===== config.mk =====
export PLATFORM = sky130hd
export DESIGN_NAME = bitbakery_serial_rx
export DESIGN_NICKNAME = d
export VERILOG_FILES = /design/src/rtl/bitbakery_serial_pkg.sv /design/src/rtl/bitbakery_serial_rx_byte.sv /design/src/rtl/bitbakery_serial_rx.sv
export SDC_FILE = /design/constraint.sdc
export NUM_CORES = 1
export LEC_CHECK = 0
export CAP_MARGIN = 20
export CORE_MARGIN = 4
export CORE_UTILIZATION = 67
export DETAILED_ROUTE_END_ITERATION = 8
export DONT_BUFFER_PORTS = 1
export PLACE_DENSITY = 0.83
export SLEW_MARGIN = 10
export SYNTH_ARGS = -nofsm -noshare
export SYNTH_HDL_FRONTEND = slang
export SYNTH_SLANG_ARGS = --single-unit

===== constraint.sdc =====
create_clock -name clock -period 5 [get_ports clock]
set_input_delay 0.5 -clock clock [delete_from_list [all_inputs] [get_ports clock]]
set_output_delay 0.5 -clock clock [all_outputs]
set_load 0.01 [all_outputs]

===== src/rtl/bitbakery_serial_pkg.sv =====
// Shared constants for the BitBakery serial receiver: frame tags, bit-level
// FSM state encodings and the default baud divisor.
// Optional feature macro used by this codebase slice: BITBAKERY_RX_PARITY_EN.
package bitbakery_serial_pkg;

  localparam int DEFAULT_CLKS_PER_BIT = 16;

  // Tags carried in bits [7:6] of each byte of a frame
  localparam logic [1:0] TAG_D0 = 2'b00;
  localparam logic [1:0] TAG_D1 = 2'b01;
  localparam logic [1:0] TAG_D2 = 2'b10;
  localparam logic [1:0] TAG_D3 = 2'b11;

  // Bit-level receive FSM states (also exported on db_estado_rx)
  typedef enum logic [2:0] {
    ST_OCIOSO        = 3'd0,
    ST_INICIO        = 3'd1,
    ST_DADOS         = 3'd2,
    ST_PARIDADE      = 3'd3,
    ST_PARADA        = 3'd4,
    ST_ESPERA_OCIOSO = 3'd5
  } rx_state_e;

endpackage


===== src/rtl/bitbakery_serial_rx_byte.sv =====
// Character-level receiver: 2-FF input synchronizer, bit FSM, baud counter
// and shift register. Emits one byte_ok pulse per accepted character.
// With BITBAKERY_RX_PARITY_EN defined an even parity bit follows the data.
module bitbakery_serial_rx_byte
  import bitbakery_serial_pkg::*;
#(
  parameter int CLKS_PER_BIT = DEFAULT_CLKS_PER_BIT
) (
  input  logic       clock,
  input  logic       reset,
  input  logic       entrada_serial,
  output logic       byte_ok,
  output logic [7:0] dado,
  output logic       erro_quadro,
  output logic       erro_paridade,
  output logic [2:0] estado_rx
);

  localparam int CNT_W = $clog2(CLKS_PER_BIT);
  // Start bit is sampled at its midpoint, every later bit one full period on
  localparam logic [CNT_W-1:0] CNT_HALF = CNT_W'(CLKS_PER_BIT / 2 - 1);
  localparam logic [CNT_W-1:0] CNT_FULL = CNT_W'(CLKS_PER_BIT - 1);

  logic [1:0]       sync_q, sync_d;
  rx_state_e        state_q, state_d;
  logic [CNT_W-1:0] cnt_q, cnt_d;
  logic [2:0]       bit_cnt_q, bit_cnt_d;
  logic [7:0]       shift_q, shift_d;
  logic             byte_ok_q, byte_ok_d;
  logic             erro_quadro_q, erro_quadro_d;
  logic             line_s;
  logic             sample_tick;

  assign line_s = sync_q[1];

  // Two-stage synchronizer input shift
  always_comb begin
    sync_d = {sync_q[0], entrada_serial};
  end

  // Sample point: half period in the start bit, full period afterwards
  always_comb begin
    sample_tick = 1'b0;
    case (state_q)
      ST_INICIO:   sample_tick = (cnt_q == CNT_HALF);
      ST_DADOS:    sample_tick = (cnt_q == CNT_FULL);
`ifdef BITBAKERY_RX_PARITY_EN
      ST_PARIDADE: sample_tick = (cnt_q == CNT_FULL);
`endif
      ST_PARADA:   sample_tick = (cnt_q == CNT_FULL);
      default:     sample_tick = 1'b0;
    endcase
  end

  // Next-state logic of the bit FSM
  always_comb begin
    state_d = state_q;
    case (state_q)
      ST_OCIOSO: if (!line_s) state_d = ST_INICIO;
      ST_INICIO: if (sample_tick) state_d = line_s ? ST_OCIOSO : ST_DADOS;
      ST_DADOS: begin
        if (sample_tick && bit_cnt_q == 3'd7) begin
`ifdef BITBAKERY_RX_PARITY_EN
          state_d = ST_PARIDADE;
`else
          state_d = ST_PARADA;
`endif
        end
      end
`ifdef BITBAKERY_RX_PARITY_EN
      // A bad parity bit aborts the character; the stop bit is not checked
      ST_PARIDADE: if (sample_tick) state_d = (^{shift_q, line_s}) ? ST_ESPERA_OCIOSO : ST_PARADA;
`endif
      ST_PARADA: if (sample_tick) state_d = line_s ? ST_OCIOSO : ST_ESPERA_OCIOSO;
      ST_ESPERA_OCIOSO: if (line_s) state_d = ST_OCIOSO;
      default: state_d = ST_OCIOSO;
    endcase
  end

  // Datapath and pulse outputs: baud counter, bit counter, shift register
  always_comb begin
    cnt_d         = cnt_q;
    bit_cnt_d     = bit_cnt_q;
    shift_d       = shift_q;
    byte_ok_d     = 1'b0;
    erro_quadro_d = 1'b0;
    case (state_q)
      ST_OCIOSO: begin
        cnt_d     = '0;
        bit_cnt_d = '0;
      end
      ST_ESPERA_OCIOSO: cnt_d = '0;
      default: cnt_d = sample_tick ? '0 : cnt_q + 1'b1;
    endcase
    if (state_q == ST_DADOS && sample_tick) begin
      shift_d   = {line_s, shift_q[7:1]};
      bit_cnt_d = bit_cnt_q + 1'b1;
    end
    if (state_q == ST_PARADA && sample_tick) begin
      byte_ok_d     = line_s;
      erro_quadro_d = ~line_s;
    end
  end

  // State and datapath registers
  always_ff @(posedge clock or negedge reset) begin
    if (!reset) begin
      sync_q        <= 2'b11;
      state_q       <= ST_OCIOSO;
      cnt_q         <= '0;
      bit_cnt_q     <= '0;
      shift_q       <= '0;
      byte_ok_q     <= 1'b0;
      erro_quadro_q <= 1'b0;
    end else begin
      sync_q        <= sync_d;
      state_q       <= state_d;
      cnt_q         <= cnt_d;
      bit_cnt_q     <= bit_cnt_d;
      shift_q       <= shift_d;
      byte_ok_q     <= byte_ok_d;
      erro_quadro_q <= erro_quadro_d;
    end
  end

`ifdef BITBAKERY_RX_PARITY_EN
  logic erro_paridade_q, erro_paridade_d;

  // Parity error pulse: data XOR parity must be even
  always_comb begin
    erro_paridade_d = (state_q == ST_PARIDADE) && sample_tick && (^{shift_q, line_s});
  end

  // Parity error pulse register
  always_ff @(posedge clock or negedge reset) begin
    if (!reset) erro_paridade_q <= 1'b0;
    else        erro_paridade_q <= erro_paridade_d;
  end

  assign erro_paridade = erro_paridade_q;
`else
  assign erro_paridade = 1'b0;
`endif

  assign byte_ok     = byte_ok_q;
  assign dado        = shift_q;
  assign erro_quadro = erro_quadro_q;
  assign estado_rx   = state_q;

endmodule


===== src/rtl/bitbakery_serial_rx.sv =====
// BitBakery serial receiver top: reassembles four tagged bytes into a frame,
// publishes D0..D3 atomically and decodes the game status fields.
// Parity support follows the BITBAKERY_RX_PARITY_EN macro (see byte receiver).
module bitbakery_serial_rx
  import bitbakery_serial_pkg::*;
#(
  parameter int CLKS_PER_BIT = DEFAULT_CLKS_PER_BIT
) (
  input  logic       clock,
  input  logic       reset,
  input  logic       entrada_serial,
  output logic [7:0] D0,
  output logic [7:0] D1,
  output logic [7:0] D2,
  output logic [7:0] D3,
  output logic [1:0] minigame,
  output logic [3:0] estado,
  output logic [6:0] jogada,
  output logic       dificuldade,
  output logic       pronto,
  output logic       erro_quadro,
  output logic       erro_paridade,
  output logic       erro_sequencia,
  output logic [2:0] db_estado_rx
);

  logic       byte_ok;
  logic [7:0] dado;
  logic [1:0] tag;

  bitbakery_serial_rx_byte #(
    .CLKS_PER_BIT (CLKS_PER_BIT)
  ) u_byte (
    .clock          (clock),
    .reset          (reset),
    .entrada_serial (entrada_serial),
    .byte_ok        (byte_ok),
    .dado           (dado),
    .erro_quadro    (erro_quadro),
    .erro_paridade  (erro_paridade),
    .estado_rx      (db_estado_rx)
  );

  assign tag = dado[7:6];

  logic [1:0] expected_q, expected_d;
  logic       take_d0, take_next, slot_wr, publish_d;
  logic       pub_q, pub_d;
  logic       pronto_q, pronto_d;
  logic       erro_seq_q, erro_seq_d;
  logic [7:0] shadow_q [3];
  logic [7:0] shadow_d [3];
  logic [7:0] dout_q [4];
  logic [7:0] dout_d [4];

  // Tag sequencing: tag 00 always (re)starts a frame, others must be in order
  always_comb begin
    take_d0    = byte_ok && (tag == TAG_D0);
    take_next  = byte_ok && (tag != TAG_D0) && (tag == expected_q);
    slot_wr    = take_d0 || take_next;
    publish_d  = take_next && (tag == TAG_D3);
    erro_seq_d = byte_ok && (tag != TAG_D0) && (tag != expected_q);
    pub_d      = publish_d;
    pronto_d   = pub_q;
    expected_d = expected_q;
    if (take_d0)         expected_d = TAG_D1;
    else if (publish_d)  expected_d = TAG_D0;
    else if (take_next)  expected_d = expected_q + 2'b01;
    else if (erro_seq_d) expected_d = TAG_D0;
  end

  // Sequencer and pulse registers
  always_ff @(posedge clock or negedge reset) begin
    if (!reset) begin
      expected_q <= TAG_D0;
      pub_q      <= 1'b0;
      pronto_q   <= 1'b0;
      erro_seq_q <= 1'b0;
    end else begin
      expected_q <= expected_d;
      pub_q      <= pub_d;
      pronto_q   <= pronto_d;
      erro_seq_q <= erro_seq_d;
    end
  end

  // Shadow slots 0..2; tag 11 goes straight to the output register
  for (genvar gi = 0; gi < 3; gi++) begin : g_shadow
    // Capture an accepted byte into its tag's slot
    always_comb begin
      shadow_d[gi] = (slot_wr && tag == 2'(gi)) ? dado : shadow_q[gi];
    end

    // Shadow slot register
    always_ff @(posedge clock or negedge reset) begin
      if (!reset) shadow_q[gi] <= '0;
      else        shadow_q[gi] <= shadow_d[gi];
    end
  end

  // Output bytes change only when a complete frame is published
  for (genvar gi = 0; gi < 4; gi++) begin : g_dout
    if (gi == 3) begin : g_last
      // Last byte comes directly from the receiver on publication
      always_comb begin
        dout_d[gi] = publish_d ? dado : dout_q[gi];
      end
    end else begin : g_slot
      // Earlier bytes come from their shadow slots on publication
      always_comb begin
        dout_d[gi] = publish_d ? shadow_q[gi] : dout_q[gi];
      end
    end

    // Published output register
    always_ff @(posedge clock or negedge reset) begin
      if (!reset) dout_q[gi] <= '0;
      else        dout_q[gi] <= dout_d[gi];
    end
  end

  assign D0             = dout_q[0];
  assign D1             = dout_q[1];
  assign D2             = dout_q[2];
  assign D3             = dout_q[3];
  assign minigame       = dout_q[0][5:4];
  assign estado         = dout_q[0][3:0];
  assign jogada         = {dout_q[2][5], dout_q[1][5:0]};
  assign dificuldade    = dout_q[2][4];
  assign pronto         = pronto_q;
  assign erro_sequencia = erro_seq_q;

endmodule


==> reports/metrics.yaml <==
clock.fmax_mhz: 498
power_leakage_nw: 1.80
fp.dieArea_um2: 6320
yosysTopAreaCell: "dfrtp_1"
reg2reg_setup_slack_ns: 2.99
via_count: 1760
end_kind: "register"
finalCritPeriodShare: 0.402
fin_util: 0.744
synth_edf_count: 0
drive_gt1_frac: 0.389
crit_fanout: 23
pwr_density_cell_nw_per_um2: 389
fin_crit_ns: 2.01
final-hold-violation-count: 0
synth_top_flop_cell: "dfrtp_1"
relSlewSlack: 0.644
finalMaxSlewViolations: 0
max_cap_violations: 0
synth_top_area_frac: 0.592
reg2reg_depth: 4
cts_made_buffers: 9
grt_first_pass_wirelength_mm: 9.76
cp_data_arrival_time_ns: 2.23
drt_iter0_markers: 166
ys_ff_latch: 83
floorplan.initialDensity: 0.706
syn_to_final_growth_pct: 5.30
antenna_found_initial: 0
grt_util_all_layers: 0.209
drc: 0
ys_async_sr_fraction: 1.00
n_antenna_cell: 0
ant_nets: 0
yosysWarnings: 0
peakVddDrop_v: 0.000243
worst_slew_pin_slew_ns: 0.534
io_pins: 56
wl_per_cell_um: 19.8
ys_types: 43
syn_avg_cell_area_um2: 14.6
worstPathRequired_ns: 5.23
grt_overflow: 0
path_clk_slew_ns: 0.08
die_width_um: 79.5
viasPerCell: 5.95
synth_nets: 241
setup_viol: 0
rows: 25
core-area_um2: 4850
die_h_um: 79.5
dp_hpwl_mm: 3.93
rsz0062_at_grt: "false"
cts_sinks: 83
io_buffers: 0
wl_mm: 5.87
grt_max_degree: 84
firstDrtPassIters: 4
r2r-start: "u_byte.dado[7]"
cts_root_buffer: "clkbuf_8"
ctsResizeCount: 0
grt_pass1_vias: 1863
syn_inst: 235
worstSetupStartpointType: "register"
gp_congestion: 0.782
fin_tns_setup_ns: 0
synthesis.area_um2: 3420
yosysSeqAreaShare: 0.607
clockBufferDepth: 2
skew_ns: 0.00905
hold_path.class: "input port to async pin"
cts_tree: "done"
clkLatencyLatePin_ns: 0.34
run_status: "finished, final reports clean"
htree_num_levels: 3
crit_type: "register to register"
synth_area_leaders: "dfrtp_1 59%, mux2_2 16%, buf_4 3.7%"
final_nets: 230
reg2reg_to: "D1[3]"
==> cell type report <==
| class | instances | area, um^2 |
|---|---|---|
| inverter | 4 | 15.0 |
| clock inverter | 6 | 111 |
| sequential | 83 | 2080 |
| tap | 67 | 83.8 |
| multi-input combinational | 124 | 1140 |
| clock buffer | 10 | 138 |
| timing repair buffer | 2 | 35.0 |
| fill | 293 | 1240 |
==> cells by family after synthesis <==
kind of cell    after synthesis  share of synthesized area
compound gates               21                     0.0460
xor+xnor                      2                    0.00512
fa+ha+maj                     3                     0.0110
buf+inv                      28                     0.0588
flops                        83                      0.607
mux                          57                      0.196
other cells                   1                    0.00110
simple gates                 40                     0.0745
==> flip-flops by register name, summed over array words and instances, names as in the netlist <==
register / cells
D2: 8
u_byte.bit_cnt_q: 3
u_byte.sync_q: 2
D3: 8
D0: 8
u_byte.erro_quadro: 1
expected_q: 2
pronto_d: 1
u_byte.cnt_q: 4
shadow_q: 24
D1: 8
u_byte.dado: 8
pronto: 1
u_byte.estado_rx: 3
erro_sequencia: 1
u_byte.byte_ok: 1
==> through the flow <==
stage	instances	power [mW]	setup slack [ns]	hold WS (ns)	area (um^2)
floorplan	235	0.812	3.35	0.204	3420
global placement	279	0.814	3.08	0.207	3330
detailed placement	279	0.823	2.98	0.206	3330
CTS	296	1.41	2.96	0.0567	3610
global route	296	1.47	2.87	0.0647	3610
finish	296	1.40	2.99	0.0486	3610
==> power breakdown <==
| group | internal, mW | switching, mW | leakage (nW) | total (mW) |
|---|---|---|---|---|
| registers | 0.692 | 0.0355 | 1.14 | 0.728 |
| logic | 0.0442 | 0.0530 | 0.537 | 0.0972 |
| clock network | 0.346 | 0.230 | 0.123 | 0.576 |
==> synth_stat cells, types with 4 or more instances <==
cell type and instances:
inv_1 4, buf_6 4, nor3_1 4, or2_2 4
mux2_4 8, mux2_2 49, buf_4 17, dfrtp_1 81
nor2b_1 8
==> per-layer routing <==
layer  global-route usage  part of all wire
met5                    0                 0
met4               0.0893             0.020
met3               0.0553             0.049
met2                0.331              0.51
met1                0.273              0.42
==> repair_timing <==
item,CTS,global route
setup endpoints to repair,0,0
setup buffers,0,0
hold buffers,1,0
endpoints found under the hold margin,83,0
==> worst max-delay path, cell delays in order (launching register included) <==
cell and delay (ns):
dfrtp_1 0.48, nand2_1 0.20, nor2_2 0.46, buf_4 0.37, mux2_2 0.37
==> worst max-delay path by stage <==
| stage | startpoint | endpoint |
|---|---|---|
| after floorplan | u_byte.cnt_q[0] | u_byte.dado[0] |
| after global placement | u_byte.cnt_q[0] | u_byte.dado[7] |
| after detailed placement | u_byte.dado[7] | D1[7] |
| after CTS | u_byte.dado[7] | D1[3] |
| after global routing | u_byte.dado[7] | D1[3] |
| final | u_byte.dado[7] | D1[3] |
==> cell usage in the layout, fill, tap and decap left out, types with 2 or more instances in the layout <==
master / instances
nor2_1: 3
mux2_2: 49
nand2_1: 2
or2_2: 4
a22o_1: 3
inv_1: 4
nand2b_1: 3
dfrtp_1: 81
o21ai_0: 3
nor2b_1: 8
a32o_1: 2
nand3_1: 3
dfstp_2: 2
nor3_1: 4
clkbuf_8: 10
a21boi_0: 2
ha_1: 3
nor4b_1: 2
a21oi_1: 3
nor2_2: 2
mux2_4: 8
or3_1: 2
bufinv_16: 3
Power figures use the tool's default switching activity.
